--- src/rtl/rv_pkg.sv ---
// Shared encodings for the branch target unit: target modes and direction-counter states.
package rv_pkg;
    localparam logic [1:0] TGT_BRANCH = 2'b00;
    localparam logic [1:0] TGT_JAL    = 2'b01;
    localparam logic [1:0] TGT_JALR   = 2'b10;
    localparam logic [1:0] TGT_RSVD   = 2'b11;

    localparam logic [1:0] CTR_SNT = 2'b00;
    localparam logic [1:0] CTR_WNT = 2'b01;
    localparam logic [1:0] CTR_WT  = 2'b10;
    localparam logic [1:0] CTR_ST  = 2'b11;

    function automatic logic [1:0] ctr_inc(input logic [1:0] c);
        return (c == CTR_ST) ? CTR_ST : c + 2'd1;
    endfunction

    function automatic logic [1:0] ctr_dec(input logic [1:0] c);
        return (c == CTR_SNT) ? CTR_SNT : c - 2'd1;
    endfunction
endpackage

--- src/rtl/branch_target_unit_if.sv ---
// IF-stage lookup and EX-stage resolve signals between the pipeline and the branch target unit.
// No handshake: every input is sampled as a level each cycle; valid qualifies the EX group only.
interface branch_target_unit_if #(parameter int XLEN = 32);
    logic [XLEN-1:0] if_pc;
    logic            if_hit;
    logic            if_pred_taken;
    logic [XLEN-1:0] if_pred_target;
    logic            ex_valid;
    logic [1:0]      ex_mode;
    logic [XLEN-1:0] ex_pc;
    logic [XLEN-1:0] ex_rs1;
    logic [XLEN-1:0] ex_imm;
    logic            ex_cond;
    logic            ex_pred_taken;
    logic [XLEN-1:0] ex_pred_target;
    logic [XLEN-1:0] ex_target;
    logic            ex_taken;
    logic            ex_mispredict;
    logic [XLEN-1:0] ex_redirect_pc;
    logic            flush_btb;

    modport master (
        output if_pc, ex_valid, ex_mode, ex_pc, ex_rs1, ex_imm, ex_cond,
               ex_pred_taken, ex_pred_target, flush_btb,
        input  if_hit, if_pred_taken, if_pred_target,
               ex_target, ex_taken, ex_mispredict, ex_redirect_pc
    );

    modport slave (
        input  if_pc, ex_valid, ex_mode, ex_pc, ex_rs1, ex_imm, ex_cond,
               ex_pred_taken, ex_pred_target, flush_btb,
        output if_hit, if_pred_taken, if_pred_target,
               ex_target, ex_taken, ex_mispredict, ex_redirect_pc
    );
endinterface

--- src/rtl/target_calc.sv ---
// Combinational control-transfer target: PC-relative for BRANCH/JAL, register-relative for JALR.
module target_calc
    import rv_pkg::*;
#(
    parameter int XLEN = 32
) (
    input  logic [1:0]      ex_mode,
    input  logic [XLEN-1:0] ex_pc,
    input  logic [XLEN-1:0] ex_rs1,
    input  logic [XLEN-1:0] ex_imm,
    output logic [XLEN-1:0] ex_target
);
    logic [XLEN-1:0] base;
    logic [XLEN-1:0] sum;

    assign base = (ex_mode == TGT_JALR) ? ex_rs1 : ex_pc;
    assign sum  = base + ex_imm;
    // JALR targets always have bit 0 cleared
    assign ex_target = (ex_mode == TGT_JALR) ? {sum[XLEN-1:1], 1'b0} : sum;
endmodule

--- src/rtl/branch_target_unit.sv ---
// Direct-mapped BTB with 2-bit direction counters plus EX-stage target resolution.
module branch_target_unit
    import rv_pkg::*;
#(
    parameter int XLEN    = 32,
    parameter int ENTRIES = 16,
    localparam int IDX_W  = $clog2(ENTRIES),
    localparam int TAG_W  = XLEN - IDX_W - 2
) (
    input  logic                  clk,
    input  logic                  rst_n,
    branch_target_unit_if.slave   bus
);
    logic             valid_q [ENTRIES];
    logic [TAG_W-1:0] tag_q   [ENTRIES];
    logic [XLEN-1:0]  tgt_q   [ENTRIES];
    logic [1:0]       ctr_q   [ENTRIES];

    logic [IDX_W-1:0] if_idx;
    logic [TAG_W-1:0] if_tag;
    logic [IDX_W-1:0] ex_idx;
    logic [TAG_W-1:0] ex_tag;
    logic             ex_hit;
    logic             upd;
    logic             wr_en;
    logic [1:0]       ctr_nxt;
    logic [XLEN-1:0]  target;
    logic             taken;

    // IF lookup: zero latency, sees pre-write contents
    assign if_idx = bus.if_pc[IDX_W+1:2];
    assign if_tag = bus.if_pc[XLEN-1:IDX_W+2];
    assign bus.if_hit         = valid_q[if_idx] && (tag_q[if_idx] == if_tag);
    assign bus.if_pred_taken  = bus.if_hit && ctr_q[if_idx][1];
    assign bus.if_pred_target = bus.if_pred_taken ? tgt_q[if_idx] : bus.if_pc + XLEN'(4);

    target_calc #(.XLEN(XLEN)) u_target_calc (
        .ex_mode   (bus.ex_mode),
        .ex_pc     (bus.ex_pc),
        .ex_rs1    (bus.ex_rs1),
        .ex_imm    (bus.ex_imm),
        .ex_target (target)
    );

    // Reserved mode behaves as an empty EX slot
    assign upd   = bus.ex_valid && (bus.ex_mode != TGT_RSVD);
    assign taken = (bus.ex_mode == TGT_BRANCH) ? bus.ex_cond : (bus.ex_mode != TGT_RSVD);

    assign bus.ex_target      = target;
    assign bus.ex_taken       = taken;
    assign bus.ex_mispredict  = upd && ((taken != bus.ex_pred_taken) ||
                                        (taken && (bus.ex_pred_target != target)));
    assign bus.ex_redirect_pc = taken ? target : bus.ex_pc + XLEN'(4);

    assign ex_idx = bus.ex_pc[IDX_W+1:2];
    assign ex_tag = bus.ex_pc[XLEN-1:IDX_W+2];
    assign ex_hit = valid_q[ex_idx] && (tag_q[ex_idx] == ex_tag);

    always_comb begin
        wr_en   = 1'b0;
        ctr_nxt = ctr_q[ex_idx];
        if (upd && (ex_hit || taken)) begin
            wr_en = 1'b1;
            if (bus.ex_mode != TGT_BRANCH) ctr_nxt = CTR_ST;
            else if (!ex_hit)              ctr_nxt = CTR_WT;
            else if (taken)                ctr_nxt = ctr_inc(ctr_q[ex_idx]);
            else                           ctr_nxt = ctr_dec(ctr_q[ex_idx]);
        end
    end

    always_ff @(posedge clk or negedge rst_n) begin
        if (!rst_n) begin
            for (int i = 0; i < ENTRIES; i++) begin
                valid_q[i] <= 1'b0;
                tag_q[i]   <= '0;
                tgt_q[i]   <= '0;
                ctr_q[i]   <= CTR_WNT;
            end
        end else if (bus.flush_btb) begin
            // Flush takes priority over any coincident update
            for (int i = 0; i < ENTRIES; i++) valid_q[i] <= 1'b0;
        end else if (wr_en) begin
            valid_q[ex_idx] <= 1'b1;
            tag_q[ex_idx]   <= ex_tag;
            ctr_q[ex_idx]   <= ctr_nxt;
            if (taken) tgt_q[ex_idx] <= target;
        end
    end
endmodule

--- src/flat_wrapper.sv ---
// flat-port wrapper written by rule: the top's interface ports become plain ports
module branch_target_unit_flat import rv_pkg::*;
#(
    parameter int XLEN    = 32,
    parameter int ENTRIES = 16,
    localparam int IDX_W  = $clog2(ENTRIES),
    localparam int TAG_W  = XLEN - IDX_W - 2
)
  (clk, rst_n, bus_if_pc, bus_ex_valid, bus_ex_mode, bus_ex_pc, bus_ex_rs1, bus_ex_imm, bus_ex_cond, bus_ex_pred_taken, bus_ex_pred_target, bus_flush_btb, bus_if_hit, bus_if_pred_taken, bus_if_pred_target, bus_ex_target, bus_ex_taken, bus_ex_mispredict, bus_ex_redirect_pc);
  branch_target_unit_if #(.XLEN(XLEN)) bus_i ();
  input  logic clk;
  input  logic rst_n;
  input wire logic [$bits(bus_i.if_pc)-1:0] bus_if_pc;
  input wire logic [$bits(bus_i.ex_valid)-1:0] bus_ex_valid;
  input wire logic [$bits(bus_i.ex_mode)-1:0] bus_ex_mode;
  input wire logic [$bits(bus_i.ex_pc)-1:0] bus_ex_pc;
  input wire logic [$bits(bus_i.ex_rs1)-1:0] bus_ex_rs1;
  input wire logic [$bits(bus_i.ex_imm)-1:0] bus_ex_imm;
  input wire logic [$bits(bus_i.ex_cond)-1:0] bus_ex_cond;
  input wire logic [$bits(bus_i.ex_pred_taken)-1:0] bus_ex_pred_taken;
  input wire logic [$bits(bus_i.ex_pred_target)-1:0] bus_ex_pred_target;
  input wire logic [$bits(bus_i.flush_btb)-1:0] bus_flush_btb;
  output wire logic [$bits(bus_i.if_hit)-1:0] bus_if_hit;
  output wire logic [$bits(bus_i.if_pred_taken)-1:0] bus_if_pred_taken;
  output wire logic [$bits(bus_i.if_pred_target)-1:0] bus_if_pred_target;
  output wire logic [$bits(bus_i.ex_target)-1:0] bus_ex_target;
  output wire logic [$bits(bus_i.ex_taken)-1:0] bus_ex_taken;
  output wire logic [$bits(bus_i.ex_mispredict)-1:0] bus_ex_mispredict;
  output wire logic [$bits(bus_i.ex_redirect_pc)-1:0] bus_ex_redirect_pc;
  assign bus_i.if_pc = bus_if_pc;
  assign bus_i.ex_valid = bus_ex_valid;
  assign bus_i.ex_mode = bus_ex_mode;
  assign bus_i.ex_pc = bus_ex_pc;
  assign bus_i.ex_rs1 = bus_ex_rs1;
  assign bus_i.ex_imm = bus_ex_imm;
  assign bus_i.ex_cond = bus_ex_cond;
  assign bus_i.ex_pred_taken = bus_ex_pred_taken;
  assign bus_i.ex_pred_target = bus_ex_pred_target;
  assign bus_i.flush_btb = bus_flush_btb;
  assign bus_if_hit = bus_i.if_hit;
  assign bus_if_pred_taken = bus_i.if_pred_taken;
  assign bus_if_pred_target = bus_i.if_pred_target;
  assign bus_ex_target = bus_i.ex_target;
  assign bus_ex_taken = bus_i.ex_taken;
  assign bus_ex_mispredict = bus_i.ex_mispredict;
  assign bus_ex_redirect_pc = bus_i.ex_redirect_pc;
  branch_target_unit #(.XLEN(XLEN), .ENTRIES(ENTRIES)) u_core (.clk(clk), .rst_n(rst_n), .bus(bus_i));
endmodule
--- config.mk ---
export PLATFORM = sky130hd
export DESIGN_NAME = branch_target_unit_flat
export DESIGN_NICKNAME = d
export VERILOG_FILES = /design/src/rtl/rv_pkg.sv /design/src/rtl/branch_target_unit_if.sv /design/src/rtl/target_calc.sv /design/src/rtl/branch_target_unit.sv /design/src/flat_wrapper.sv
export SDC_FILE = /design/constraint.sdc
export NUM_CORES = 2
export LEC_CHECK = 0
export ABC_AREA = 1
export BUFFER_PORTS_ARGS = -buffer_cell sky130_fd_sc_hd__buf_2
export CAP_MARGIN = 20
export CORE_MARGIN = 2
export CORE_UTILIZATION = 55
export DETAILED_ROUTE_END_ITERATION = 8
export MAX_ROUTING_LAYER = met4
export PLACE_DENSITY = 0.73
export SETUP_SLACK_MARGIN = 0.02
export SLEW_MARGIN = 20
export SYNTH_ARGS = -nofsm -noshare
export SYNTH_HDL_FRONTEND = slang
export SYNTH_SLANG_ARGS = --single-unit
--- constraint.sdc ---
create_clock -name clk -period 5.83 [get_ports clk]
set_input_delay 1.166 -clock clk [delete_from_list [all_inputs] [get_ports clk]]
set_output_delay 1.166 -clock clk [all_outputs]
set_load 0.005 [all_outputs]
# Word-level counts from Yosys, hierarchy flattened
# Index checks and enable logic that the tools add are counted.
# op_classes
add_sub_neg	5
n_lt_le_gt_ge	3
eq_ne	7
muxes	46
n_bitwise	4
reduce_logical	16
# op_table
operator	count
512-bit bitwise mux	1
416-bit bitwise mux	1
26-bit binary-select mux with 4-bit select	2
32-bit two-way mux	6
26-bit two-way mux	5
32-bit binary-select mux with 4-bit select	1
32-bit demux with 4-bit select	1
26-bit demux with 4-bit select	1
32-bit by 3-bit adder with 32-bit output (second input constant)	2
26-bit == test	2
32-bit adder	1
32-bit bitwise mux	1
16-bit two-way mux	2
32-bit inequality test	1
2-bit two-way mux	11
2-bit binary-select mux with 4-bit select	2
16-bit OR	1
5-bit >= comparator (second input constant)	2
4-bit NOT with 5-bit output	2
1-bit binary-select mux with 4-bit select	2
2-bit demux with 4-bit select	1
1-bit logical AND	8
1-bit two-way mux	8
5-bit by 1-bit < comparator with 1-bit output (second input constant)	1
other kinds (12)	16
# word_totals
ff_bits	976
in_bits	168
output_inout_bits	100

# Logic depth before layout (Yosys ltp)
# depth
depth_word	11
depth_mapped	26
mapped_depth_nobuf	25

# Hierarchy
# A second synthesis with hierarchy kept.
# hier_totals
hier_cells	7889
area_unflattened_um2	56120.1
# by_module_without_submodules
module	n_inst	cells_each	area_per_inst_um2
branch_target_unit	1	7273	53248.6
target_calc	1	616	2871.5

# Worst setup path after synthesis
# No wires, ideal clock.
# synth_path
path_type	input -> output
start	input bus_ex_mode[0]
end	output bus_ex_mispredict
arrival_ps	4355
required_time_ps	4664
slack_ps	309
cell_stages	26
path_cell_list	inv_1 -> nand2_1 -> inv_1 -> buf_1 -> nand2_1 -> o21ai_0 -> ha_1 -> inv_1 -> fa_1 -> inv_1 -> nand2_1 -> o21ai_0 -> nand2_1 -> nand2_1 -> nand2_1 -> nand2_1 -> nand4_1 -> nand2_1 -> nand2_1 -> nand2_1 -> clkinv_1 -> o21ai_0 -> nor2_1 -> nand3_1 -> nor2_1 -> nor2_1
# synth_via
word_cells_on_any_way	13
# synth_rtl
element	line_no	source
start, declared	flat_wrapper.sv:15	input wire logic [$bits(bus_i.ex_mode)-1:0] bus_ex_mode;
2-bit == test	target_calc.sv:16	assign base = (ex_mode == TGT_JALR) ? ex_rs1 : ex_pc;
32-bit two-way mux	target_calc.sv:16	
32-bit adder	target_calc.sv:17	assign sum = base + ex_imm;
via bus_ex_target[28]	flat_wrapper.sv:26	output wire logic [$bits(bus_i.ex_target)-1:0] bus_ex_target;
32-bit inequality test	branch_target_unit.sv:52	(taken && (bus.ex_pred_target != target)));
1-bit logical AND	branch_target_unit.sv:52	
1-bit logical OR	branch_target_unit.sv:51	assign bus.ex_mispredict = upd && ((taken != bus.ex_pred_taken) ||
1-bit logical AND	branch_target_unit.sv:51	
end, declared	flat_wrapper.sv:28	output wire logic [$bits(bus_i.ex_mispredict)-1:0] bus_ex_mispredict;
# The timed path passes the listed nets, and every way through them passes these cells.

# Worst setup path in the final report
# layout_path
start	input bus_ex_mode[0]
end	output bus_ex_mispredict
# layout_via
elab_chain_cells	8
word_cells_on_any_way	13
# layout_lines
element	line_no	source
2-bit == test	target_calc.sv:16, target_calc.sv:19	
32-bit two-way mux	target_calc.sv:16	
32-bit adder	target_calc.sv:17	
1-bit two-way mux	target_calc.sv:19	assign ex_target = (ex_mode == TGT_JALR) ? {sum[XLEN-1:1], 1'b0} : sum;
32-bit inequality test	branch_target_unit.sv:52	
1-bit logical AND	branch_target_unit.sv:52	
1-bit logical OR	branch_target_unit.sv:51	
1-bit logical AND *	branch_target_unit.sv:51	
# Every way passes the cells marked *; elsewhere a longest branch is shown, timed or not.

==> impl_results.md <==
* Outcome: finished clean
* CTS clock-pin slew for the worst setup and hold paths at 0.05 ns
* Combinational cell fraction of total power at 0.248
* Number of cell rows at 116
* DRC viols at 0
* Top flip-flop cell by instance count after synthesis: sky130_fd_sc_hd__dfrtp_1
* Synth Register Bits at 976
* Number of nets in the layout at 8,149
* Setup Viol. Count Final at 0
* Port Buffers at 267
* Critical Setup Path Class: input port to output pin
* Netlist area before placement at 55,600 sq um
* Cell type with the largest total area after synthesis: sky130_fd_sc_hd__dfrtp_1
* DRT iter0 DRCs at 7,596
* Post-Route Skew at 0.0571 ns
* Initial cell density of the core at 0.555
* Grt ovf at 0
* Endpoint class of the critical path: output pin
* Max frequency at 0.179 GHz
* Worst endpoint required time at between 4 and 5 ns
* Area of the die at between 100,000 and 150,000 sq um
* Clock buffer count from CTS at roughly 110
* DP HPWL at between 100,000 and 150,000 um
* Area used by multi-input combinational logic at 26,100 sq um
* Number of global-route vias before repair at 51,490
* Global Route Usage Sum at 0.432
* Accumulated negative setup slack at 0 ns
* Final design instance area without fill at 63,200 sq um
* Clock latency at the later pin of the worst-skew pair at 0.74 ns
* First-pass GRT wire length at 326,000 um
* Routed Antenna Nets at 0
* Placer's final routability congestion estimate at 1.00
* Area grow syn2layout at 13.6%
* Sequential cell fraction of total power at 0.423
* Ratio of total power to cell area at 330 nW/um^2
* Type of element launching the critical path: input port
* Instance count of the mapped netlist at 7,832
* Async set-or-reset flop fraction in the synthesized netlist at 1.00
* Max-cap check violation count at 0
* Width of the die at 322 um
* Commonest cells in the synthesized netlist: 2,035 x sky130_fd_sc_hd__nand2_1, 1,185 x sky130_fd_sc_hd__o21ai_0, 960 x sky130_fd_sc_hd__dfrtp_1
* Library cell with the highest instance count after synthesis: sky130_fd_sc_hd__nand2_1
* Floorplan Core Area at approximately 100,000 sq um
* Post-route clock period utilization at 0.960
* Min cycle time layout at approximately 5.6 ns
* Net switching share of the total power at 0.335
* Maximum fanout count along the critical path at 29
* Layout cells sized above 1 at 0.111
* Clk sink count at 976
* Net count of the mapped netlist at approximately 8,000
* Max Root-Sink Buffers at 3
* Placed Instances at 9,134
* Fraction of the yosys area taken by sequential cells at 0.439
* Filler cells at 8,996
* Synth Area per Inst at ~7 sq um
* Net switching power of the design at 6.97 mW
* Total number of vias at 55,877
* Post-layout instance count excluding filler cells at 9,344
* Cell types with the largest area share after synthesis: sky130_fd_sc_hd__dfrtp_1 43%, sky130_fd_sc_hd__nand2_1 14%, sky130_fd_sc_hd__o21ai_0 11%
* Count of H-tree levels built during CTS at 3
* Worst hold path class: flop to flop
* Max-Slew Margin vs Limit at 0.272
* Actual slew at the worst max-slew pin at between 1 and 1.5 ns
* Cell variety after synth at 50
* Setup repair after global routing missed its margin: true
* Routed Wire Length at 219,000 um
* Initial antenna violation count at 10
* Clock tree root driver cell: sky130_fd_sc_hd__clkbuf_16
* Register cell area after layout at 24,400 sq um
* Buffers inserted by post-CTS timing repair at 0
* Vias/cell at 5.98
* First-pass DRT Iterations at 6
* Number of enable flip-flop cells after synthesis at 0
* Number of top-level pins at about 270
* Worst endpoint data arrival time at 4.43 ns
* Yosys warnings at 0
* CTS tree: yes
* Leakage power at 30.4 nW
* Number of hold violations in the final report at 0
* Die Height at between 300 and 400 um
* Maximum VDD drop at 0.239 mV
* Final hold slack at 0.466 ns
* Count of pins over their slew limit at 0
* Pin count of the biggest net entering global routing at 186
* Placed instance area at between 50,000 and 60,000 sq um
* Internal power component at 13.8 mW
* Clock share of power at 0.329
* Routed wire per std cell at 23.5 um
* Share of the synthesized area in the top cell type at 0.432
-- layout by cell type (no fill, tap or decap), drive strengths merged, types with 11 or more instances in the layout --
cell	n
nand4	31
nand3	400
o211ai	37
nor3	37
dfrtp	960
nor2	702
clkinv	35
nand3b	12
a21boi	29
a31oi	12
xor2	55
o22ai	11
ha	36
a21oi	724
diode	13
nand2	2036
o21ai	1197
buf	560
inv	784
a311oi	17
clkbuf	165
dfstp	16
mux2	80
a311o	11
o221ai	26
-- flip-flops by register name, indices dropped and copies added (netlist names) --
register and flops:
u_core.ctr_q 32, u_core.tag_q 416, u_core.tgt_q 512, u_core.valid_q 16
-- per-layer routing --
| metal | track usage | vias up | part of all wire |
|---|---|---|---|
| met5 | - | - | 0 |
| met4 | 0.206 | 0 | 0.056 |
| met3 | 0.119 | 643 | 0.14 |
| met2 | 0.610 | 3599 | 0.42 |
| met1 | 0.573 | 26044 | 0.39 |
| li1 | - | 25591 | - |
-- area by class of cell --
class | instances | area share
multi-input combinational | 5509 | 0.413
clock inverter | 33 | 0.00586
sequential | 976 | 0.387
timing repair buffer | 561 | 0.0696
clock buffer | 164 | 0.0505
tap | 1298 | 0.0257
inverter | 790 | 0.0473
antenna | 13 | 0.000515
-- power groups by stage --
stage                     sequential, mW  combinational [mW]  clock, mW
after detailed placement            8.90                4.99          0
after CTS                           8.79                5.03       6.90
after global routing                8.95                5.71       7.18
after floorplan                     8.74                3.16          0
final                               8.82                5.16       6.85
after global placement              8.85                4.89          0
-- cell families (layout without fill, tap and decap cells) --
logic type	after synthesis	count (layout)	share of synthesized area
XOR/XNOR	65	65	0.0105
buffers and inverters	1347	1548	0.0952
flip-flops	976	976	0.439
other	0	13	0
AND/OR/NAND/NOR	3238	3238	0.233
AO/OA/AOI/OAI	2083	2083	0.196
adder cells (fa/ha/maj)	38	38	0.00864
multiplexers	85	85	0.0171
-- worst max-delay path: stages --
cell and delay [ns]:
sky130_fd_sc_hd__buf_2 0.11, sky130_fd_sc_hd__inv_1 0.09, sky130_fd_sc_hd__nand2_2 0.10, sky130_fd_sc_hd__inv_2 0.11, sky130_fd_sc_hd__buf_8 0.20, sky130_fd_sc_hd__buf_4 0.16
sky130_fd_sc_hd__nand2_1 0.04, sky130_fd_sc_hd__o21ai_0 0.07, sky130_fd_sc_hd__ha_1 0.26, sky130_fd_sc_hd__buf_4 0.15, sky130_fd_sc_hd__a21oi_1 0.23, sky130_fd_sc_hd__o21ai_0 0.19
sky130_fd_sc_hd__a21oi_1 0.19, sky130_fd_sc_hd__nand2_1 0.15, sky130_fd_sc_hd__nand2_1 0.09, sky130_fd_sc_hd__nand2_1 0.06, sky130_fd_sc_hd__or2_2 0.27, sky130_fd_sc_hd__nand2_1 0.10
sky130_fd_sc_hd__nand2_1 0.06, sky130_fd_sc_hd__nand3_1 0.09, sky130_fd_sc_hd__nor2_2 0.05, sky130_fd_sc_hd__nand3_1 0.07, sky130_fd_sc_hd__nor2_1 0.04, sky130_fd_sc_hd__nor2_1 0.21
sky130_fd_sc_hd__buf_2 0.17
-- per-stage QoR --
step	setup slack, ns	total power, mW	util
after floorplan	0.309	11.9	-
after global placement	0.119	13.7	0.594
after detailed placement	0.116	13.9	0.594
after CTS	0.110	20.7	0.630
after global routing	0.00166	21.8	0.631
final	0.232	20.8	0.631
-- worst paths after layout --
path	from	end	slack (ns)	depth (start not counted)
hold reg to reg	u_core.ctr_q[10]	u_core.ctr_q[10]	0.47	2
min in group asynchronous	rst_n	u_core.tgt_q[202]	0.51	1
setup reg to reg	u_core.tag_q[265]	u_core.tag_q[252]	2.32	19
setup / recovery	bus_ex_mode[0]	bus_ex_mispredict	0.23	25
max in group asynchronous	rst_n	u_core.tgt_q[37]	3.92	2
hold / removal	u_core.ctr_q[10]	u_core.ctr_q[10]	0.47	2
-- what timing repair did --
action / in CTS / in global routing
setup endpoints to repair: 0 / 13
hold buffers: 0 / 0
resized for setup: 0 / 13
No activity file was read; power rests on OpenSTA's default activity.
